**src/rtl/gate_id_pkg.sv**
```systemverilog
// Shared gate codes, truth-table constants, FSM encoding and truth-table decode
// for the gate identifier.
package gate_id_pkg;

    localparam logic [2:0] GATE_AND   = 3'b000;
    localparam logic [2:0] GATE_OR    = 3'b001;
    localparam logic [2:0] GATE_NOT_A = 3'b010;
    localparam logic [2:0] GATE_NAND  = 3'b011;
    localparam logic [2:0] GATE_NOR   = 3'b100;
    localparam logic [2:0] GATE_XOR   = 3'b101;
    localparam logic [2:0] GATE_XNOR  = 3'b110;
    localparam logic [2:0] GATE_ZERO  = 3'b111;

    // Bit i of each table is the gate output for {a,b} = i.
    localparam logic [3:0] TT_AND   = 4'b1000;
    localparam logic [3:0] TT_OR    = 4'b1110;
    localparam logic [3:0] TT_NOT_A = 4'b0011;
    localparam logic [3:0] TT_NAND  = 4'b0111;
    localparam logic [3:0] TT_NOR   = 4'b0001;
    localparam logic [3:0] TT_XOR   = 4'b0110;
    localparam logic [3:0] TT_XNOR  = 4'b1001;
    localparam logic [3:0] TT_ZERO  = 4'b0000;

    typedef enum logic [2:0] {
        ST_IDLE   = 3'd0,
        ST_DRIVE  = 3'd1,
        ST_SETTLE = 3'd2,
        ST_SAMPLE = 3'd3,
        ST_DONE   = 3'd4
    } state_t;

    // Returns {known, gate_code}.
    function automatic logic [3:0] decode_gate(input logic [3:0] tt);
        logic [3:0] r;
        case (tt)
            TT_AND:   r = {1'b1, GATE_AND};
            TT_OR:    r = {1'b1, GATE_OR};
            TT_NOT_A: r = {1'b1, GATE_NOT_A};
            TT_NAND:  r = {1'b1, GATE_NAND};
            TT_NOR:   r = {1'b1, GATE_NOR};
            TT_XOR:   r = {1'b1, GATE_XOR};
            TT_XNOR:  r = {1'b1, GATE_XNOR};
            TT_ZERO:  r = {1'b1, GATE_ZERO};
            default:  r = {1'b0, GATE_ZERO};
        endcase
        return r;
    endfunction

endpackage

```
**src/rtl/gate_identifier_sync_2ff.sv**
```systemverilog
// Two-flop synchronizer for a single asynchronous input bit.
module sync_2ff (
    input  logic clk,
    input  logic rst,
    input  logic d,
    output logic q
);

    logic meta;

    always_ff @(posedge clk) begin
        if (rst) begin
            meta <= 1'b0;
            q    <= 1'b0;
        end else begin
            meta <= d;
            q    <= meta;
        end
    end

endmodule

```
**src/rtl/gate_identifier.sv**
```systemverilog
// Drives all four input vectors into an unknown 2-input gate, samples the
// synchronized response after a settle time and decodes the truth table.
module gate_identifier
    import gate_id_pkg::*;
#(
    parameter int SETTLE_CYCLES = 4,
    parameter int CNT_W         = 8
) (
    input  logic       clk,
    input  logic       rst,
    input  logic       start,
    input  logic       resp,
    output logic       stim_a,
    output logic       stim_b,
    output logic       busy,
    output logic       done,
    output logic [3:0] truth_table,
    output logic [2:0] gate_code,
    output logic       known
);

    localparam logic [CNT_W-1:0] SETTLE_LAST = CNT_W'(SETTLE_CYCLES - 1);

    state_t           state, state_n;
    logic [1:0]       idx, idx_n;
    logic [CNT_W-1:0] cnt, cnt_n;
    logic [1:0]       stim, stim_n;
    logic [3:0]       shadow, shadow_n;
    logic [3:0]       tt_n;
    logic [2:0]       code_n;
    logic             known_n;
    logic             resp_sync;

    sync_2ff u_sync (
        .clk (clk),
        .rst (rst),
        .d   (resp),
        .q   (resp_sync)
    );

    always_ff @(posedge clk) begin
        if (rst) begin
            state       <= ST_IDLE;
            idx         <= '0;
            cnt         <= '0;
            stim        <= '0;
            shadow      <= '0;
            truth_table <= '0;
            gate_code   <= '0;
            known       <= 1'b0;
        end else begin
            state       <= state_n;
            idx         <= idx_n;
            cnt         <= cnt_n;
            stim        <= stim_n;
            shadow      <= shadow_n;
            truth_table <= tt_n;
            gate_code   <= code_n;
            known       <= known_n;
        end
    end

    always_comb begin
        state_n  = state;
        idx_n    = idx;
        cnt_n    = cnt;
        stim_n   = stim;
        shadow_n = shadow;
        tt_n     = truth_table;
        code_n   = gate_code;
        known_n  = known;
        case (state)
            ST_IDLE: begin
                stim_n = '0;
                if (start) begin
                    state_n = ST_DRIVE;
                    idx_n   = '0;
                    cnt_n   = '0;
                end
            end
            ST_DRIVE: begin
                state_n = ST_SETTLE;
                cnt_n   = '0;
            end
            ST_SETTLE: begin
                if (cnt == SETTLE_LAST) begin
                    state_n = ST_SAMPLE;
                end else begin
                    cnt_n = cnt + CNT_W'(1);
                end
            end
            ST_SAMPLE: begin
                shadow_n[idx] = resp_sync;
                if (idx == 2'd3) begin
                    // Results only move here, so they hold steady for a whole run.
                    state_n           = ST_DONE;
                    stim_n            = '0;
                    tt_n              = shadow_n;
                    {known_n, code_n} = decode_gate(shadow_n);
                end else begin
                    state_n = ST_DRIVE;
                    idx_n   = idx + 2'd1;
                    stim_n  = idx + 2'd1;
                    cnt_n   = '0;
                end
            end
            ST_DONE: begin
                state_n = ST_IDLE;
            end
            default: begin
                state_n = ST_IDLE;
            end
        endcase
    end

    assign stim_a = stim[1];
    assign stim_b = stim[0];
    assign busy   = (state != ST_IDLE);
    assign done   = (state == ST_DONE);

endmodule
```
**config.mk**
```make
export PLATFORM = sky130hd
export DESIGN_NAME = gate_identifier
export DESIGN_NICKNAME = d
export VERILOG_FILES = /design/src/rtl/gate_id_pkg.sv /design/src/rtl/gate_identifier_sync_2ff.sv /design/src/rtl/gate_identifier.sv
export SDC_FILE = /design/constraint.sdc
export NUM_CORES = 1
export LEC_CHECK = 0
export CAP_MARGIN = 5
export CORE_ASPECT_RATIO = 0.8
export CORE_MARGIN = 2
export CORE_UTILIZATION = 53
export DETAILED_ROUTE_END_ITERATION = 10
export DONT_BUFFER_PORTS = 1
export GPL_TIMING_DRIVEN = 0
export PLACE_DENSITY = 0.74
export SYNTH_ARGS = -nofsm -noshare
export SYNTH_HDL_FRONTEND = slang
export SYNTH_SLANG_ARGS = --single-unit
```
**constraint.sdc**
```tcl
create_clock -name clk -period 4.06 [get_ports clk]
set_input_delay 0.609 -clock clk [delete_from_list [all_inputs] [get_ports clk]]
set_output_delay 0.609 -clock clk [all_outputs]
set_load 0.03 [all_outputs]
```
[Yosys cells after proc, flatten, opt, wreduce, memory -nomap -nowiden]
Memory sizes are Yosys's and may differ from the RTL's. A register that Yosys moved wholly into a read port is not among the register bits.
Index checks and enable logic that the tools add are counted.
Storage, ports and cells
  ROM bits: 64
  logic and storage cells: 48
  bits in registers: 25
  output and inout bits: 12
  input bits: 4
  memories kept: 1
Cells by class
  multiplexer cells: 16
  reduce and logical (&&, ||, !) cells: 9
  add/sub/neg operators: 2
  equality and inequality tests: 10
  $lt $le $gt $ge: 2
Memories
  (name not given): words 16, bits a word 4, rd ports 1, clocked after Yosys merged registers in 1, wr ports 0, RTL line gate_id_pkg.sv:35  | case (tt)
Operators by type and width (count)
  8-bit case mux with 4 select lines: 1
  8-bit two-way mux: 3
  3-bit case mux with 4 select lines: 1
  3-bit two-way mux: 3
  8-bit by 1-bit adder with 8-bit output, second input constant: 1
  8-bit by 2-bit == test with 1-bit output, second input constant: 1
  2-bit inequality test, second input constant: 4
  2-bit case mux with 2 select lines: 2
  3-bit by 2-bit == test with 1-bit output, second input constant: 2
  2-bit two-way mux: 3
  4-bit bitwise mux: 1
  2-bit AND reduction: 2
  4-bit AND reduction: 1
  4-bit nonzero test: 1
  3-bit by 1-bit == test with 1-bit output, second input constant: 1
  3-bit == test, second input constant: 1
  3-bit zero test: 1
  2-bit by 3-bit less-than comparator with 1-bit output, second input constant: 1
  3-bit AND reduction: 1
  3-bit nonzero test: 1
  2-bit by 1-bit adder with 2-bit output, second input constant: 1
  1-bit demux with 2-bit select: 1
  2-bit == test, second input constant: 1
  2-bit by 1-bit greater-or-equal comparator with 1-bit output, second input constant: 1
  other kinds (3): 3

[Depth between registers and ports, before layout]
Gate-level depths: netlist of run 1.
  word-level depth: 5
  mapped depth: 6
  gate-level depth less buffers: 6

[Hierarchy]
Synthesis of run 1 repeated with hierarchy kept, for this count alone.
Second synthesis, totals
  cell total of the unflattened synthesis: 157
  area total of the unflattened synthesis: 1371.3 um^2
By module, submodules not included
  gate_identifier: times used 1, area an instance 1318.8 um^2, cells each 153, sequential area each 540.5 um^2
  sync_2ff: times used 1, area an instance 52.6 um^2, cells each 4, sequential area each 40.0 um^2

[Worst setup path before layout of run 1]
No wires, ideal clock.
  path kind: register to output
  from: register state[2]
  to: output port done
  arrival: 1.231 ns
  stages on the path, launching flop included: 3
  data required time: 3.451 ns
  slack: 2.220 ns
  path buffers: 1
  path through: dfxtp_1 -> buf_2 -> nor3b_1
Between the ends
  cells in the longest elaborated chain, start to end: 1
RTL lines
  from (decl): RTL line gate_identifier.sv:24  | state_t state, state_n;
  from (signal assigned): RTL line gate_identifier.sv:52  | state <= state_n;
  3-bit == test: RTL line gate_identifier.sv:119  | assign done = (state == ST_DONE);
  to (decl): RTL line gate_identifier.sv:16  | output logic done,
No other way between the ends.

[Worst setup path after layout of run 1]
Ends and elaborated chain as after synthesis.

==> qor.txt, run 1 <==
Crit. End Element: output pin
Cells after Synth: 160
Clock power share: 26.0%
Core area: 2460 um^2
Post-Route Skew: 5.94 ps
Netlist cell types: 43
Seq/Total Area, Yosys: 42.0%
Setup CP Type: reg2out
Post CTS Setup Buffer Count: 0
Leakage: 0.519 nW
Sw Pwr: 0.219 mW
RSZ-0062 raised after global routing: no
Maximum buffer depth of the clock tree: 2
Finished Core Util: 60.1%
Mean Syn Cell Area: 8.64 um^2
Seq pwr share: 49.3%
FF+latch count, synth: 29
DR iter-0 viols: 83
Relative slew margins: 35.1%
GRT overflow: 0
Post-Syn Nets: 169
Status: complete, no violations
Port Buf Inserts: 0
Chip height: 49.7 um
Tot GR Track Use: 23.5%
Peak supply drop: 0.195 mV
Nets: 176
DP HPWL: 2.17 mm
Hold WC Path Type: in2reg
Comb pwr share: 24.6%
Clock Pin Slew Worst Setup and Hold Paths: 90 ps
Avg Vias per Cell: 5.92
Pin count of the biggest net entering global routing: 11
Clk_lat worst skew: 330 ps
Crit path time final: 2310 ps
Ratio of final minimum period to clock period: 57.0%
Commonest non-fill, non-tap cell in the layout: dfxtp_1
DRT Pass-1 Iters: 4
Slowest-stage cell, CP: nor3b_1
Worst Path Max Fanout: 10
Most frequent cells in the layout: dfxtp_1 (29), nor2_1 (18), nand2_1 (15), a21oi_1 (12)
Final setup fails: 0
Post-synth top area cell: dfxtp_1
CTS tree: built
Int Power: 0.426 mW
Cts hold-fix bufs: 0
Nature of the critical path startpoint: flip-flop
Post-CTS resize count: 0
WP data arrival: 1700 ps
Core Rows: 16
Post-DRT Antenna Nets: 0
First-pass GRT wire length: 5.16 mm
Antenna violations before repair: 0
WP data required: 3450 ps
Residual DRC count: 0
Area growth from synthesis to layout: 6.97%
Routability Congestion: 0.850
Sink Count: 29
Critical path cell sequence: buf_2 > nor3b_1
Die X: 61.1 um
Synthesized area: 1380 um^2
Synth area leaders: dfxtp_1 (42%), nor2_1 (4.9%), ha_1 (4.5%), a21oi_1 (4.3%), a211oi_1 (4.3%)
Initial core utilization: 56.1%
Synth warn: 0
Routed length per placed instance: 15.2 um
Ports: 16
CTS Buf Count: 5
Via count: 1,208
# diodes: 0
FMAX: 432 MHz
Final Hold Fails: 0
Power density over the cells: 437 nW/um^2
MaxCap Viol Count: 0
Synth top area share: 42.0%
Vias in the first global route: 1,124
Worst-Margin Slew: 972 ps
Root Buffer: clkbuf_4
Post-Route WL: 3.10 mm
Fillcell total: 209
Htree depth: 2
Pins over their slew limit: 0
Worst reg-to-reg setup slack: 2170 ps
Sw Ratio: 34.0%
Fraction of final layout cells sized beyond drive strength 1: 9.52%
Crit-path max cell delay: 820 ps
Full die area: 3040 um^2
TNS Setup: 0 ps
cells by family after synthesis:
group / count (synthesis) / synth area share [%]
AOI/OAI and AO/OA: 41 / 19.8
xor gates and xnor gates: 2 / 1.27
adders and majority gates: 5 / 4.52
buffers and inverters: 14 / 4.43
DFF: 29 / 42.0
muxes: 6 / 4.52
and+or+nand+nor: 63 / 23.4
path summary, 6_finish.rpt:
path / cells after the start / from / end
worst max-delay path: 2 / state[2] / done
worst min-delay path: 1 / rst / state[2]
worst max register to register: 6 / idx[0] / gate_code[1]
worst min register to register: 1 / u_sync.meta / u_sync.q
power by group through the flow:
stage	registers, mW	logic (mW)	clock network, mW
3_3_place_gp	0.323	0.152	0
2_1_floorplan	0.320	0.130	0
5_1_grt	0.321	0.177	0.183
4_1_cts	0.318	0.158	0.171
6_report	0.318	0.159	0.168
3_5_place_dp	0.325	0.157	0
flip-flops by register name, indices dropped and copies added (netlist names):
name and count:
gate_code 3, u_sync.meta 1, shadow 4, known 1, idx 2, cnt 8
u_sync.q 1, truth_table 4, stim 2, state 3
through the flow:
step / total power [mW] / instance area [um^2] / hold slack (ps) / worst slack, ps / instances
after floorplan: 0.451 / 1380 / 414 / 2220 / 160
after global placement: 0.475 / 1430 / 441 / 2130 / 196
after detailed placement: 0.482 / 1430 / 435 / 2110 / 196
after CTS: 0.647 / 1480 / 361 / 1730 / 204
after global routing: 0.681 / 1480 / 371 / 1710 / 204
final: 0.646 / 1480 / 372 / 1750 / 204
worst max-delay path: cells and delay by family (launching register included):
kind | cells | cell delay [ps]
and+or+nand+nor | 1 | 820
DFF | 1 | 340
buffers and inverters | 1 | 210
Yosys cell counts (all sizes together):
cell type and count:
dfxtp 29, nor2 18, nand2 15, a21oi 12
a211oi 8, nor3 8, o21ai 8, buf 6
inv 6, ha 5, nand3 5, mux2i 4
a2bb2oi 2, a311o 2, clkbuf 2, mux2 2
nor2b 2, nor3b 2, nor4b 2, or4 2
xnor2 2, a221oi 1, a22oi 1, a311oi 1
a31oi 1, a32o 1, and2 1, and3 1
and3b 1, and4b 1, nand2b 1, nand4b 1
nor4 1, o211a 1, o211ai 1, o21a 1
o311a 1, or3 1, or3b 1
layer usage:
layer	share of wire (%)	routed length (um)	global-route usage, %	up-vias
met4	2.0	62	10.9	0
met2	46	1420	34.4	29
met1	46	1440	30.9	578
li1	-	-	-	594
met3	5.8	181	7.87	7
met5	0	0	0	-
layout make-up:
cell class                 instances  area, um^2  share of cell area (%)
sequential                        29         581                    39.3
inverter                           6        22.5                    1.52
clock buffer                       6        41.3                    2.79
clock inverter                     2        10.0                   0.677
tap                               36        45.0                    3.05
buffer                             8        38.8                    2.62
multi-input combinational        117         741                    50.1
Power figures use the tool's default switching activity.
==> inputs of run 2 (changes only) <==
- clock period: 4.06 -> 2.3 ns (I/O delays scaled with it)
==> results of run 2 <==
The final DEF is identical to that of run 1. Status: complete, no violations.
Among the figures that moved: setup slack after placement 2110 ps -> 438 ps; setup slack after layout 1750 ps -> 251 ps; hold slack 372 ps -> 108 ps; register-to-register setup slack 2170 ps -> 410 ps; total power 0.646 mW -> 1.14 mW; worst IR drop on VDD 0.195 mV -> 0.344 mV
==> inputs of run 3 (changes only) <==
- CTS_CLUSTER_SIZE: unset -> 40
- SETUP_SLACK_MARGIN: unset -> 0.1
==> results of run 3 <==
The final DEF is identical to that of run 1. Status: complete, no violations.
Among the figures that moved: setup slack after placement 2110 ps -> 438 ps; setup slack after layout 1750 ps -> 251 ps; hold slack 372 ps -> 108 ps; register-to-register setup slack 2170 ps -> 410 ps; total power 0.646 mW -> 1.14 mW; worst IR drop on VDD 0.195 mV -> 0.344 mV
